File: src/rtl/div_ctrl_pkg.sv
// Shared definitions for the iterative 32-bit divider: FSM encoding,
// iteration count and the two's-complement sign helper.
package div_ctrl_pkg;

    typedef enum logic [1:0] {
        IDLE = 2'd0,
        BUSY = 2'd1,
        DONE = 2'd2
    } state_t;

    localparam int DIV_CYCLES = 32;
    localparam int CNT_W      = 6;

    function automatic logic [31:0] neg_if(input logic neg, input logic [31:0] v);
        return neg ? (32'd0 - v) : v;
    endfunction

endpackage

File: src/rtl/div_step.sv
// One restoring shift-subtract iteration. pr = {remainder[64:32], dividend/quotient[31:0]}.
module div_step (
    input  logic [64:0] pr_i,
    input  logic [31:0] divisor_i,
    output logic [64:0] pr_o
);

    logic [64:0] sh;
    logic [33:0] diff;

    always_comb begin
        sh   = pr_i << 1;
        // One extra bit so a negative trial difference is visible in diff[33].
        diff = {1'b0, sh[64:32]} - {2'b00, divisor_i};
        pr_o = diff[33] ? sh : {diff[32:0], sh[31:0] | 32'd1};
    end

endmodule

File: src/rtl/div_ctrl.sv
// E-stage DIV/DIVU controller: 32-cycle restoring divider with stall/annul handshake.
// Define DIV_ZERO_FAST_EN to finish a zero-divisor operation one cycle after accept.
module div_ctrl
    import div_ctrl_pkg::*;
(
    input  logic        clk,
    input  logic        resetn,
    input  logic        div_start,
    input  logic        div_signed,
    input  logic [31:0] opdata1,
    input  logic [31:0] opdata2,
    input  logic        annul,
    output logic        stall_divE,
    output logic        div_ready,
    output logic [63:0] div_result
);

`ifdef DIV_ZERO_FAST_EN
    localparam bit FAST_ZERO = 1'b1;
`else
    localparam bit FAST_ZERO = 1'b0;
`endif

    state_t             state_q, state_d;
    logic [CNT_W-1:0]   cnt_q, cnt_d;
    logic [64:0]        pr_q, pr_d;
    logic [31:0]        divisor_q, divisor_d;
    logic               q_neg_q, q_neg_d;
    logic               r_neg_q, r_neg_d;
    logic [63:0]        result_q, result_d;
    logic [64:0]        step_pr;
    logic               accept;
    logic               done_fire;
    logic               s1, s2;

    div_step u_step (
        .pr_i      (pr_q),
        .divisor_i (divisor_q),
        .pr_o      (step_pr)
    );

    assign accept    = (state_q == IDLE) && div_start && !annul;
    assign done_fire = (state_q == DONE) && !annul;

    // NOTE: sequential state uses non-blocking assignments so every flop samples pre-edge values.
    always_ff @(posedge clk or negedge resetn) begin
        if (!resetn) begin
            state_q <= IDLE;
        end else begin
            state_q <= state_d;
        end
    end

    always_comb begin
        state_d = state_q;
        if (annul) begin
            state_d = IDLE;
        end else begin
            unique case (state_q)
                IDLE: if (div_start) state_d = (FAST_ZERO && opdata2 == 32'd0) ? DONE : BUSY;
                BUSY: if (cnt_q == CNT_W'(DIV_CYCLES - 1)) state_d = DONE;
                DONE: state_d = IDLE;
                default: state_d = IDLE;
            endcase
        end
    end

    always_comb begin
        stall_divE = resetn && div_start && !annul && (state_q != DONE);
        div_ready  = done_fire;
        div_result = result_d;
    end

    // NOTE: every combinationally assigned signal gets a default first so no latch is inferred.
    always_comb begin
        cnt_d     = cnt_q;
        pr_d      = pr_q;
        divisor_d = divisor_q;
        q_neg_d   = q_neg_q;
        r_neg_d   = r_neg_q;
        s1        = div_signed & opdata1[31];
        s2        = div_signed & opdata2[31];
        if (accept) begin
            cnt_d = '0;
            // A zero divisor skips sign handling so HI returns the raw dividend.
            if (opdata2 == 32'd0) begin
                divisor_d = 32'd0;
                q_neg_d   = 1'b0;
                r_neg_d   = 1'b0;
                pr_d      = FAST_ZERO ? {1'b0, opdata1, 32'hFFFF_FFFF} : {33'd0, opdata1};
            end else begin
                divisor_d = neg_if(s2, opdata2);
                q_neg_d   = s1 ^ s2;
                r_neg_d   = s1;
                pr_d      = {33'd0, neg_if(s1, opdata1)};
            end
        end else if (state_q == BUSY) begin
            pr_d  = step_pr;
            cnt_d = cnt_q + CNT_W'(1);
        end
        result_d = done_fire ? {neg_if(r_neg_q, pr_q[63:32]), neg_if(q_neg_q, pr_q[31:0])}
                             : result_q;
    end

    always_ff @(posedge clk or negedge resetn) begin
        if (!resetn) begin
            cnt_q     <= '0;
            pr_q      <= '0;
            divisor_q <= '0;
            q_neg_q   <= 1'b0;
            r_neg_q   <= 1'b0;
            result_q  <= '0;
        end else begin
            cnt_q     <= cnt_d;
            pr_q      <= pr_d;
            divisor_q <= divisor_d;
            q_neg_q   <= q_neg_d;
            r_neg_q   <= r_neg_d;
            result_q  <= result_d;
        end
    end

endmodule

File: config.mk
export PLATFORM = sky130hd
export DESIGN_NAME = div_ctrl
export DESIGN_NICKNAME = d
export VERILOG_FILES = /design/src/rtl/div_ctrl_pkg.sv /design/src/rtl/div_step.sv /design/src/rtl/div_ctrl.sv
export SDC_FILE = /design/constraint.sdc
export NUM_CORES = 1
export LEC_CHECK = 0
export CORE_ASPECT_RATIO = 2
export CORE_MARGIN = 8
export CORE_UTILIZATION = 50
export DETAILED_ROUTE_END_ITERATION = 10
export PLACE_DENSITY_LB_ADDON = 0.2
export SETUP_SLACK_MARGIN = 0.15
export SLEW_MARGIN = 20
export SYNTH_ARGS = -nofsm -noshare
export SYNTH_HDL_FRONTEND = slang
export SYNTH_SLANG_ARGS = --single-unit
File: constraint.sdc
create_clock -name clk -period 4.7 [get_ports clk]
set_clock_uncertainty 0.15 [all_clocks]
set_input_delay 0.94 -clock clk [delete_from_list [all_inputs] [get_ports clk]]
set_output_delay 0.94 -clock clk [all_outputs]
set_load 0.05 [all_outputs]
==> flow_summary.ini <==
[status]
status = completed

[detailed_routing]
wl_per_cell_um = 17.2
route.detailed.drc = 0
dr.pass1.iters = 5
routed_wl_um = 29000
vias = 9610
ant_nets = 0
drt_first_iter_violations = 637
viasPerCell = 5.70

[placement]
gp_congestion = 0.931
port_buffers = 134
place_inst = 1641
hpwlAfterDp_um = 22100
pre_cts_ws_ns = 0.337

[die]
die-area_mm2 = 0.0271
io_pins = 135
core_area_mm2 = 0.0215
rows = 76
die_width_um = 120
die_y_um = 225
initial_core_util_pct = 50.7

[yosys]
netlist_instances = 1279
synth_cell_types = 63
synth_area_mm2 = 0.0109
synth_seq_cells = 170
netlist_top_cells_area = dfrtp_1 (39%), o21ai_0 (8.5%), xor2_1 (8.0%), nand2_1 (6.5%), ha_1 (4.2%)
synth_top_area_share_pct = 39.0
synthFlopType = dfrtp_1
async_flop_share_pct = 100
synth_top_area_cell = dfrtp_1
ys.warnings.count = 0
ys_seq_area_share_pct = 39.0
synth_nets = 1386
syn_area_per_cell_um2 = 8.52
synth_edf_count = 0

[clocking]
clk_pin_slew_ns = 0.06
cts_tree = done
clk_latency_ns = 0.43
cts.sinks = 170
htree_levels = 4
hold_buffers = 0
clk_path_buf_depth = 2
clock-root-buffer = clkbuf_16
cts_buffers = 17

[sta]
max_freq_mhz = 216
tightestPinTransition_ns = 0.773
period_share_pct = 98.3
rsz0062_at_grt = yes
finalSetupViolations = 0
hold_violations = 0
setup_slack_ns = 0.0787
period_minus_slack_ns = 4.62
hold_ws_ns = 0.234
maxSlewHeadroom_pct = 48.5
drv_slew = 0

[critical_path]
slowest_delay_ns = 0.45
r2r_start = pr_q[32]$_DFFE_PN0P_
cp_max_fo = 6
cp.required_ns = 3.61
end_kind = output port
slowest_stage = dfrtp_2
worstPathArrival_ns = 3.53
path_cells = inv_1 > ha_1 > nand2b_1 > nand2b_4 > or4_4 > or3_4 > or3_4 > nand2b_4 > o31ai_4 > xor2_1 > o21ai_2 > buf_12
crit_path_start = pr_q[33]$_DFFE_PN0P_
r2r_cells = 14
r2r_slack_ns = 0.73
critPathKind = register to output port
timing.rr.end = pr_q[62]$_DFFE_PN0P_
cp-start-kind = register

[power]
ir_worst_vdd_mv = 0.299
p_leak_nw = 5.95
power.density_mw_per_mm2 = 525

[global_routing]
grt_pass1_vias = 9816
grt_start_max_net_pins = 71
antenna_found_initial = 0
grt_pass1_wl_um = 47000
grt_use_total_pct = 21.6
grt-ovfl-total = 0

[layout]
syn_to_final_growth_pct = 24.3
ff_latch_area_mm2 = 0.00426
fin_nets = 1509
final_cell_count_no_fill = 1686
final_cell_mix = nand2_1 (187), o21ai_0 (172), dfrtp_1 (163)
fill_cells = 1851
drive_gt1_share_pct = 13.3
mostFrequentLayoutCell = nand2_1
diodes = 0
multi_input_area_mm2 = 0.00642

[min_path]
min_path_type = input pin to asynchronous set/reset pin

[job]
cap_violations = 0
critical path, delay by kind of cell, from the launching register on:
family                     cells  cell delay, ns
xor gates and xnor gates       1            0.13
AOI/OAI and AO/OA              2            0.44
and+or+nand+nor                6            1.64
buffers and inverters          2            0.26
adders and majority gates      1            0.17
DFF                            1            0.45
metal layers:
| metal | global-route usage [%] | share of wire (%) | up-vias |
|---|---|---|---|
| li1 | - | - | 4789 |
| met4 | 11.5 | 3.8 | 0 |
| met2 | 41.7 | 56 | 217 |
| met5 | 0 | 0 | - |
| met1 | 21.2 | 37 | 4536 |
| met3 | 3.22 | 3.3 | 68 |
kinds of logic after synthesis:
| kind of cell | synth area share, % |
|---|---|
| buffers and inverters | 4.29 |
| AOI/OAI and AO/OA | 22.9 |
| muxes | 0.643 |
| adders and majority gates | 4.43 |
| xor gates and xnor gates | 11.9 |
| DFF | 39.0 |
| and+or+nand+nor | 16.8 |
state kept, by name, summed over array words and instances, names as in the netlist:
| register | count |
|---|---|
| q_neg_q | 1 |
| state_q | 2 |
| divisor_q | 32 |
| r_neg_q | 1 |
| result_q | 64 |
| pr_q | 64 |
| cnt_q | 6 |
how the worst max path moves through the flow:
stage,to,slack (ns),cells after the start
2_1_floorplan,div_result[57],0.18,8
6_report,div_result[62],0.08,12
3_5_place_dp,div_result[62],0.34,12
5_1_grt,div_result[61],-0.04,10
4_1_cts,div_result[62],-0.009,12
3_3_place_gp,div_result[62],0.39,12
synthesized netlist by cell type, drive strengths merged, types with 3 or more instances:
cell and n:
nand4 11, or3 15, buf 9, nand3b 5
inv 52, nor2 56, mux2i 7, a211oi 3
nor3b 3, o21ai 204, nand2 189, o31ai 31
a22oi 30, a31oi 8, a22o 12, a21o 15
ha 37, dfrtp 170, xor2 100, o21bai 5
nor3 21, a211o 3, o41ai 14, xnor2 48
clkbuf 60, nand2b 12, nor4 11, o211ai 6
or4 14, nand3 25, a32oi 6, and3 5
a21oi 63, nor2b 6
cell type report:
| cell class | instances | area share [%] |
|---|---|---|
| clock inverters | 6 | 0.637 |
| flip-flops and latches | 170 | 31.5 |
| repair buffers | 173 | 12.7 |
| multi-input cells | 987 | 47.4 |
| well taps | 273 | 2.52 |
| clock buffers | 24 | 3.78 |
| inverters | 53 | 1.47 |
what timing repair did:
action / in CTS / in global routing
gates resized for setup: 32 / 39
setup buffers: 7 / 8
endpoints found under the setup margin: 21 / 24
pin swaps: 3 / 10
gates cloned: 0 / 0
power breakdown:
group          internal (mW)  switching, mW  leakage, nW
logic                   1.46           1.99         3.56
registers               1.79          0.459         2.09
clock network          0.861          0.560        0.294
per-stage QoR:
step	instance area, um^2	TNS [ns]	util [%]	power, mW
finish	13500	0	63.0	7.11
CTS	13400	-0.00869	62.1	7.05
global route	13500	-0.0772	63.0	7.62
global placement	12600	0	58.7	5.47
floorplan	10900	0	-	4.65
detailed placement	12600	0	58.7	5.53
No activity file was read; power rests on OpenSTA's default activity.
